**config.mk**
```make
export PLATFORM = sky130hd
export DESIGN_NAME = cordic_phase_gen_flat
export DESIGN_NICKNAME = d
export VERILOG_FILES = /design/src/rtl/cordic_phase_gen_if.sv /design/src/rtl/cordic_phase_gen.sv /design/src/flat_wrapper.sv
export SDC_FILE = /design/constraint.sdc
export NUM_CORES = 1
export LEC_CHECK = 0
export CAP_MARGIN = 15
export CELL_PAD_IN_SITES_DETAIL_PLACEMENT = 1
export CELL_PAD_IN_SITES_GLOBAL_PLACEMENT = 1
export CORE_MARGIN = 2
export CORE_UTILIZATION = 41
export CTS_BUF_LIST = sky130_fd_sc_hd__clkbuf_16
export DETAILED_ROUTE_END_ITERATION = 6
export HOLD_SLACK_MARGIN = 0.15
export PLACE_DENSITY_LB_ADDON = 0.1
export REMOVE_ABC_BUFFERS = 1
export SLEW_MARGIN = 20
export SYNTH_ARGS = -nofsm -noshare
export SYNTH_HDL_FRONTEND = slang
export SYNTH_SLANG_ARGS = --single-unit
export TNS_END_PERCENT = 10
```
**constraint.sdc**
```tcl
create_clock -name clock -period 4.2 [get_ports clock]
set_clock_uncertainty 0.1 [all_clocks]
set_input_delay 0.84 -clock clock [delete_from_list [all_inputs] [get_ports clock]]
set_output_delay 0.84 -clock clock [all_outputs]
set_load 0.005 [all_outputs]
```
**src/rtl/cordic_phase_gen_if.sv**
```systemverilog
// cordic_phase_gen_if: config, burst-control and angle-output signals of the CORDIC phase generator
interface cordic_phase_gen_if #(
    parameter int W     = 20,
    parameter int ACC_W = 32,
    parameter int CNT_W = 16
);
    logic             io_cfg_valid;
    logic [ACC_W-1:0] io_cfg_ftw;
    logic [ACC_W-1:0] io_cfg_poff;
    logic             io_cfg_ready;
    logic             io_start;
    logic             io_stop;
    logic [CNT_W-1:0] io_count;
    logic [W-1:0]     io_out_a;
    logic             io_out_valid;
    logic             io_busy;
    logic             io_done;

    modport master (
        output io_cfg_valid, io_cfg_ftw, io_cfg_poff, io_start, io_stop, io_count,
        input  io_cfg_ready, io_out_a, io_out_valid, io_busy, io_done
    );

    modport slave (
        input  io_cfg_valid, io_cfg_ftw, io_cfg_poff, io_start, io_stop, io_count,
        output io_cfg_ready, io_out_a, io_out_valid, io_busy, io_done
    );
endinterface

```
**src/rtl/cordic_phase_gen.sv**
```systemverilog
// cordic_phase_gen: phase-accumulator angle source for a CORDIC; define CORDIC_PHASE_DITHER_EN to add LFSR dither before truncation
module cordic_phase_gen #(
    parameter int W     = 20,
    parameter int ACC_W = 32,
    parameter int CNT_W = 16
) (
    input logic clock,
    input logic reset,
    cordic_phase_gen_if.slave io
);
    localparam logic [0:0] IDLE = 1'b0;
    localparam logic [0:0] RUN  = 1'b1;
    localparam int SH = ACC_W - W + 1;

    logic [0:0]       state;
    logic [ACC_W-1:0] acc, ftw_act, poff_act, ftw_pend, poff_pend, acc_nxt, dith, sum;
    logic [CNT_W-1:0] cnt;
    logic             pend, carry, run, last, leave, cfg_acc;

    assign run             = state == RUN;
    assign io.io_busy      = run;
    assign io.io_cfg_ready = !run || !pend;
    assign cfg_acc         = io.io_cfg_valid && io.io_cfg_ready;
    assign {carry, acc_nxt} = {1'b0, acc} + {1'b0, ftw_act};
    assign last            = cnt == CNT_W'(1);
    assign leave           = run && (io.io_stop || last);
    assign sum             = acc + poff_act + dith;

`ifdef CORDIC_PHASE_DITHER_EN
    logic [15:0] lfsr;

    // Dither LFSR steps once per emitted sample; only sub-LSB bits are used
    always_ff @(posedge clock or negedge reset)
        if (!reset) lfsr <= 16'hACE1;
        else if (run) lfsr <= {lfsr[14:0], lfsr[15] ^ lfsr[13] ^ lfsr[12] ^ lfsr[10]};

    assign dith = ACC_W'(lfsr) & ((ACC_W'(1) << SH) - ACC_W'(1));
`else
    assign dith = '0;
`endif

    // Burst FSM, accumulator and deferred-config bookkeeping
    always_ff @(posedge clock or negedge reset) begin
        if (!reset) begin
            state           <= IDLE;
            acc             <= '0;
            ftw_act         <= '0;
            poff_act        <= '0;
            ftw_pend        <= '0;
            poff_pend       <= '0;
            pend            <= 1'b0;
            cnt             <= '0;
            io.io_out_a     <= '0;
            io.io_out_valid <= 1'b0;
            io.io_done      <= 1'b0;
        end else if (!run) begin
            io.io_out_valid <= 1'b0;
            io.io_done      <= 1'b0;
            if (cfg_acc) begin
                ftw_act  <= io.io_cfg_ftw;
                poff_act <= io.io_cfg_poff;
            end
            if (io.io_start && !io.io_stop) begin
                state <= RUN;
                acc   <= '0;
                cnt   <= io.io_count;
            end
        end else begin
            io.io_out_a     <= W'($signed(sum) >>> SH);
            io.io_out_valid <= 1'b1;
            io.io_done      <= last && !io.io_stop;
            acc             <= acc_nxt;
            if (cnt != '0) cnt <= cnt - CNT_W'(1);
            if (leave) begin
                state <= IDLE;
                pend  <= 1'b0;
                if (cfg_acc) begin
                    ftw_act  <= io.io_cfg_ftw;
                    poff_act <= io.io_cfg_poff;
                end else if (pend) begin
                    ftw_act  <= ftw_pend;
                    poff_act <= poff_pend;
                end
            end else if (carry && pend) begin
                ftw_act  <= ftw_pend;
                poff_act <= poff_pend;
                pend     <= 1'b0;
            end else if (cfg_acc) begin
                ftw_pend  <= io.io_cfg_ftw;
                poff_pend <= io.io_cfg_poff;
                pend      <= 1'b1;
            end
        end
    end
endmodule

```
**src/flat_wrapper.sv**
```systemverilog
// flat-port wrapper written by rule: the top's interface ports become plain ports
module cordic_phase_gen_flat 
#(
    parameter int W     = 20,
    parameter int ACC_W = 32,
    parameter int CNT_W = 16
)
  (clock, reset, io_io_cfg_valid, io_io_cfg_ftw, io_io_cfg_poff, io_io_start, io_io_stop, io_io_count, io_io_cfg_ready, io_io_out_a, io_io_out_valid, io_io_busy, io_io_done);
  cordic_phase_gen_if #(.W(W), .ACC_W(ACC_W), .CNT_W(CNT_W)) io_i ();
  input logic clock;
  input logic reset;
  input wire logic [$bits(io_i.io_cfg_valid)-1:0] io_io_cfg_valid;
  input wire logic [$bits(io_i.io_cfg_ftw)-1:0] io_io_cfg_ftw;
  input wire logic [$bits(io_i.io_cfg_poff)-1:0] io_io_cfg_poff;
  input wire logic [$bits(io_i.io_start)-1:0] io_io_start;
  input wire logic [$bits(io_i.io_stop)-1:0] io_io_stop;
  input wire logic [$bits(io_i.io_count)-1:0] io_io_count;
  output wire logic [$bits(io_i.io_cfg_ready)-1:0] io_io_cfg_ready;
  output wire logic [$bits(io_i.io_out_a)-1:0] io_io_out_a;
  output wire logic [$bits(io_i.io_out_valid)-1:0] io_io_out_valid;
  output wire logic [$bits(io_i.io_busy)-1:0] io_io_busy;
  output wire logic [$bits(io_i.io_done)-1:0] io_io_done;
  assign io_i.io_cfg_valid = io_io_cfg_valid;
  assign io_i.io_cfg_ftw = io_io_cfg_ftw;
  assign io_i.io_cfg_poff = io_io_cfg_poff;
  assign io_i.io_start = io_io_start;
  assign io_i.io_stop = io_io_stop;
  assign io_i.io_count = io_io_count;
  assign io_io_cfg_ready = io_i.io_cfg_ready;
  assign io_io_out_a = io_i.io_out_a;
  assign io_io_out_valid = io_i.io_out_valid;
  assign io_io_busy = io_i.io_busy;
  assign io_io_done = io_i.io_done;
  cordic_phase_gen #(.W(W), .ACC_W(ACC_W), .CNT_W(CNT_W)) u_core (.clock(clock), .reset(reset), .io(io_i));
endmodule
```
After elaboration in Yosys (flattened, before gate mapping):

Index checks and enable logic that the tools add are counted.

* $add $sub $neg: 3
* equality and inequality tests: 4
* muxes and demuxes: 25
* bitwise logic cells: 2
* reductions and logical operators: 18

Operators by type and width (number)
* $mux 32: 14
* $mux 16: 3
* $add 32x32->33: 1
* $add 32x32->32: 1
* $eq 16x1->1 const B: 1
* $reduce_bool 16->1: 1
* $sub 16x1->16 const B: 1
* $mux 1: 8
* $logic_and 1x1->1: 5
* $reduce_and 2->1: 2
* $reduce_and 4->1: 1
* $reduce_bool 2->1: 2
* $logic_not 1->1: 3
* $ne 3x2->1 const B: 1
* $ne 3x3->1 const B: 1
* $reduce_and 3->1: 1
* $reduce_bool 3->1: 1
* $logic_or 1x1->1: 2
* $ne 2x2->1 const B: 1
* $not 1->1: 2

* register bits: 199
* logic and storage cells: 63

Depth between registers and ports, before layout:

* depth in word-level cells: 6
* mapped depth: 13
* mapped depth without buffers: 11

Least setup slack after synthesis:

OpenSTA, ideal clock, no wires.

* path kind: reg2reg
* start point: reg u_core.ftw_act[0]
* end point: reg u_core.acc[24]
* arrival time: 2771 ps
* path slack: 1199 ps
* stages on the path, launching flop included: 12
* buffers on the path: 0
* period minus slack after synthesis: 3001 ps
* cells stage by stage: dfrtp_1 > ha_1 > fa_1 > a21o_1 > a21o_2 > a2111oi_4 > o31a_2 > o31ai_4 > a221o_1 > a21oi_1 > xor2_1 > o21ai_1

* longest elaborated chain between the ends: 2

RTL lines
* start, declared: RTL line cordic_phase_gen.sv:16 `logic [ACC_W-1:0] acc, ftw_act, poff_act, ftw_pend, poff_pend, acc_nxt, dith, sum;`
* start signal, assigned: RTL line cordic_phase_gen.sv:60 `ftw_act <= io.io_cfg_ftw;`
* start signal, assigned: RTL line cordic_phase_gen.sv:78 `ftw_act <= io.io_cfg_ftw;`
* start signal, assigned: RTL line cordic_phase_gen.sv:81 `ftw_act <= ftw_pend;`
* $add 32x32->33: RTL line cordic_phase_gen.sv:24 `assign {carry, acc_nxt} = {1'b0, acc} + {1'b0, ftw_act};`
* $mux 32: RTL line cordic_phase_gen.sv:56 `end else if (!run) begin`
* end signal, assigned: RTL line cordic_phase_gen.sv:72 `acc <= acc_nxt;`
* end, declared: RTL line cordic_phase_gen.sv:16

Every way passes these cells.
A chain may end at the register's enable or synchronous reset.

Worst setup path after layout:

* start point: reg u_core.ftw_act[0]
* end point: reg u_core.poff_act[1]

* longest elaborated chain between the ends: 4

RTL lines
* $add 32x32->33: RTL line cordic_phase_gen.sv:24
* $logic_and 1x1->1: RTL line cordic_phase_gen.sv:84 `end else if (carry && pend) begin`
* $ne 3x3->1 (no line)
* $reduce_and 3->1 (no line)
* end signal, assigned: RTL line cordic_phase_gen.sv:79 `poff_act <= io.io_cfg_poff;`
* end signal, assigned: RTL line cordic_phase_gen.sv:82 `poff_act <= poff_pend;`
* end signal, assigned: RTL line cordic_phase_gen.sv:86 `poff_act <= poff_pend;`
* end, declared: RTL line cordic_phase_gen.sv:16

Every way passes these cells.

==> flow_summary.yaml <==
hold_path:
  hp-class: "input port to async pin"
outcome:
  status: "complete, no violations"
final_layout:
  drive_above_1_share_pct: 12.0
  final_core_util_pct: 49.7
  fill_cells: 2929
  syn_to_final_growth_pct: 18.3
  n_antenna_cell: 0
  layout.nets: 1324
timing:
  setup_viol: 0
  slew_viol_final: 0
  slew_headroom_pct: 46.3
  fin_crit_sh_pct: 80.2
  rsz0062_at_grt: "no"
  fin_ws_ns: 0.830
  finalCriticalPeriod_ns: 3.37
  hold_viol: 0
  fmax_mhz: 297
  tightest_slew_ns: 0.800
yosys:
  mappedNetlistArea_mm2: 0.0110
  muxShareOfSynthArea_pct: 13.7
  synth_cell_types: 60
  yosys_warnings: 0
  synthFlopType: "dfrtp_1"
  yosys.area_share.simple_pct: 10.7
  synth_edf_count: 0
  avgSynthCellArea_um2: 10.1
  synth_cells: 1085
  post_synth_xor_area_fraction_pct: 3.50
  synth_top_area_cell: "dfrtp_1"
  async_flop_share_pct: 100
  ys_seq_area_share_pct: 45.3
  synth_top_family_by_area: "compound AO/OA/AOI/OAI gates"
  synth_area_leaders: "dfrtp_1 (45%), mux2_2 (7.9%), ha_1 (7.3%)"
  synth_top_area_share_pct: 45.3
  synth_fa_ha_area_share_pct: 7.46
  synth_compound_area_share_pct: 16.2
  ys_ff_latch: 199
drt:
  wl_per_cell_um: 18.6
  drt_wl_total_mm: 28.3
  via_per_inst: 5.60
  antenna_left: 0
  via_count: 8518
  route.detailed.drc: 0
  drt_iter0_markers: 308
  drtPass1Iterations: 4
clock_tree:
  ctsResizeCount: 0
  numCtsBuffers: 17
  clock_latency_ns: 0.45
  cts_sinks: 199
  cts_hold_buf: 0
  cts_htree_levels: 4
  cts_tree: "built"
  cts-root-buf: "clkbuf_16"
  clockBufferDepth: 2
  post_cts_buffers: 0
  path_clk_slew_ns: 0.08
floorplanning:
  die_area_mm2: 0.0282
  initial_core_util_pct: 42.0
  die_w_um: 168
  dieHeight_um: 168
  rows: 59
  core_area_mm2: 0.0262
  io_pins: 109
grt:
  grt_busiest_layer: "met2"
  grt_pass1_vias: 8945
  grt_max_degree: 90
  met2_usage_pct: 34.0
  grt_pass1_wl_mm: 47.2
  antenna_found_initial: 0
  track_usage_pct: 20.8
  met1_usage_pct: 29.2
  globalRouteMet3Util_pct: 3.24
  overflow: 0
power_and_ir_drop:
  p_leak_nw: 5.71
  power_density_mw_per_mm2: 910
  peakVddDrop_uv: 335
setup_path:
  critPathMaxFanout: 56
  criticalPathCategory: "register to register"
  crit_path_start: "u_core.ftw_act[0]"
  reg2reg_slack_ns: 0.83
  worstSetupEndpointType: "register"
  r2r_start: "u_core.ftw_act[0]"
  cp_data_arrival_time_ns: 3.56
  start_kind: "register"
  required_ns: 4.39
job:
  cap_violations: 0
placed_design:
  routabilityCongestion: 0.867
  place_ws_ns: 0.838
  dpl.hpwl_mm: 20.1
  port_buffers: 108
[final cells by class]
class	count	area, µm²	area share [%]
Clock buffer	17	425	3.27
Timing Repair Buffer	124	1240	9.54
Inverter	19	71.3	0.548
Clock inverter	15	171	1.32
Multi-Input combinational cell	813	5710	43.8
Tap cell	335	419	3.22
Sequential cell	199	4980	38.3
[power breakdown]
part	leakage [nW]	total (mW)	internal (mW)	switching [mW]
sequential	2.32	3.64	2.90	0.736
combinational	3.09	6.50	2.97	3.53
clock	0.290	1.70	0.849	0.855
[cells by family (layout without fill, tap and decap cells)]
family	count (synthesis)	in the layout
flops	199	199
mux	141	141
fa+ha+maj	65	65
compound gates	302	302
simple gates	261	261
buf+inv	73	175
xor+xnor	44	44
[registers in the layout (all words and copies together) (netlist names)]
| name | flops |
|---|---|
| u_core.acc | 32 |
| u_core.cnt | 16 |
| u_core.ftw_act | 32 |
| u_core.ftw_pend | 32 |
| u_core.io.io_busy | 1 |
| u_core.io.io_done | 1 |
| u_core.io.io_out_a | 19 |
| u_core.io.io_out_valid | 1 |
| u_core.pend | 1 |
| u_core.poff_act | 32 |
| u_core.poff_pend | 32 |
[synthesized netlist by cell type, drive strengths merged, types with 2 or more instances]
cell and instances:
dfrtp 199, a21oi 137, nor2 93, mux2 77, o21ai 75, nand2 73, ha 64, mux2i 64
nand3 33, clkbuf 29, a21o 27, buf 25, xnor2 22, xor2 22, inv 19, nor3 13
o22ai 11, o31ai 10, nand2b 8, a31oi 7, or3 7, nand4 6, o211ai 6, or2 6
and2 5, and3 4, nor2b 4, a211oi 3, a311oi 3, nor3b 3, a21boi 2, a22o 2
a22oi 2, a41oi 2, nor4 2, o2111ai 2, o21a 2, or4 2
[path summary, 6_finish.rpt]
path,to,cells past startpoint
worst min-delay path,u_core.poff_pend[13],1
worst max-delay path,u_core.poff_act[1],12
max in group asynchronous,u_core.poff_act[2],2
worst max register to register,u_core.poff_act[1],12
worst min register to register,u_core.io.io_out_a[8],2
min in group clock,u_core.io.io_out_a[8],2
[through the flow]
| stage | setup TNS, ns | total power [mW] | hold slack [ns] | area [µm²] | std cells |
|---|---|---|---|---|---|
| finish | 0 | 11.8 | 0.333 | 13000 | 1522 |
| global route | 0 | 12.9 | 0.403 | 13000 | 1522 |
| CTS | 0 | 12.0 | 0.384 | 13000 | 1522 |
| detailed placement | 0 | 10.2 | 0.385 | 12400 | 1490 |
| global placement | 0 | 9.99 | 0.376 | 12400 | 1490 |
| floorplan | -332.38 | 8.35 | 0.364 | 10700 | 1031 |
[per-layer routing]
layer	wire, µm	vias up	part of all wire, %
li1	-	4084	-
met1	14000	4280	49
met2	13200	132	47
met4	318	0	1.1
met5	0	-	0
met3	774	22	2.7
[cells in the final DEF, fill, tap and decap left out, types with 3 or more instances in the layout]
cell	n
dfrtp_1	198
clkbuf_16	17
nor3_1	11
clkinv_8	3
clkinv_4	4
or2_2	6
nor3b_1	3
o211ai_1	6
mux2i_1	64
buf_12	3
ha_1	64
and2_1	5
xor2_1	22
buf_4	13
a211oi_1	3
inv_8	3
clkdlybuf4s50_1	107
a21oi_1	136
mux2_2	77
o21ai_0	71
a21o_1	26
nor2b_1	4
and3_1	4
o21ai_1	3
a311oi_1	3
o22ai_1	11
o31ai_1	9
a31oi_1	7
nand2_1	73
nand4_1	6
nand2b_1	8
xnor2_1	22
or3_1	7
nor2_1	93
inv_1	20
nand3_1	33
[critical path, stage by stage, from the launching register on]
cell and delay, ns:
dfrtp_1 0.39, ha_1 0.24, fa_1 0.41, a21o_1 0.17, a21o_2 0.25, a2111oi_4 0.41
o31a_2 0.27, o31ai_4 0.12, nand2_1 0.14, a41oi_4 0.13, buf_4 0.32, nor2_1 0.18
a21oi_1 0.06
(Power assumes the default switching activity.)
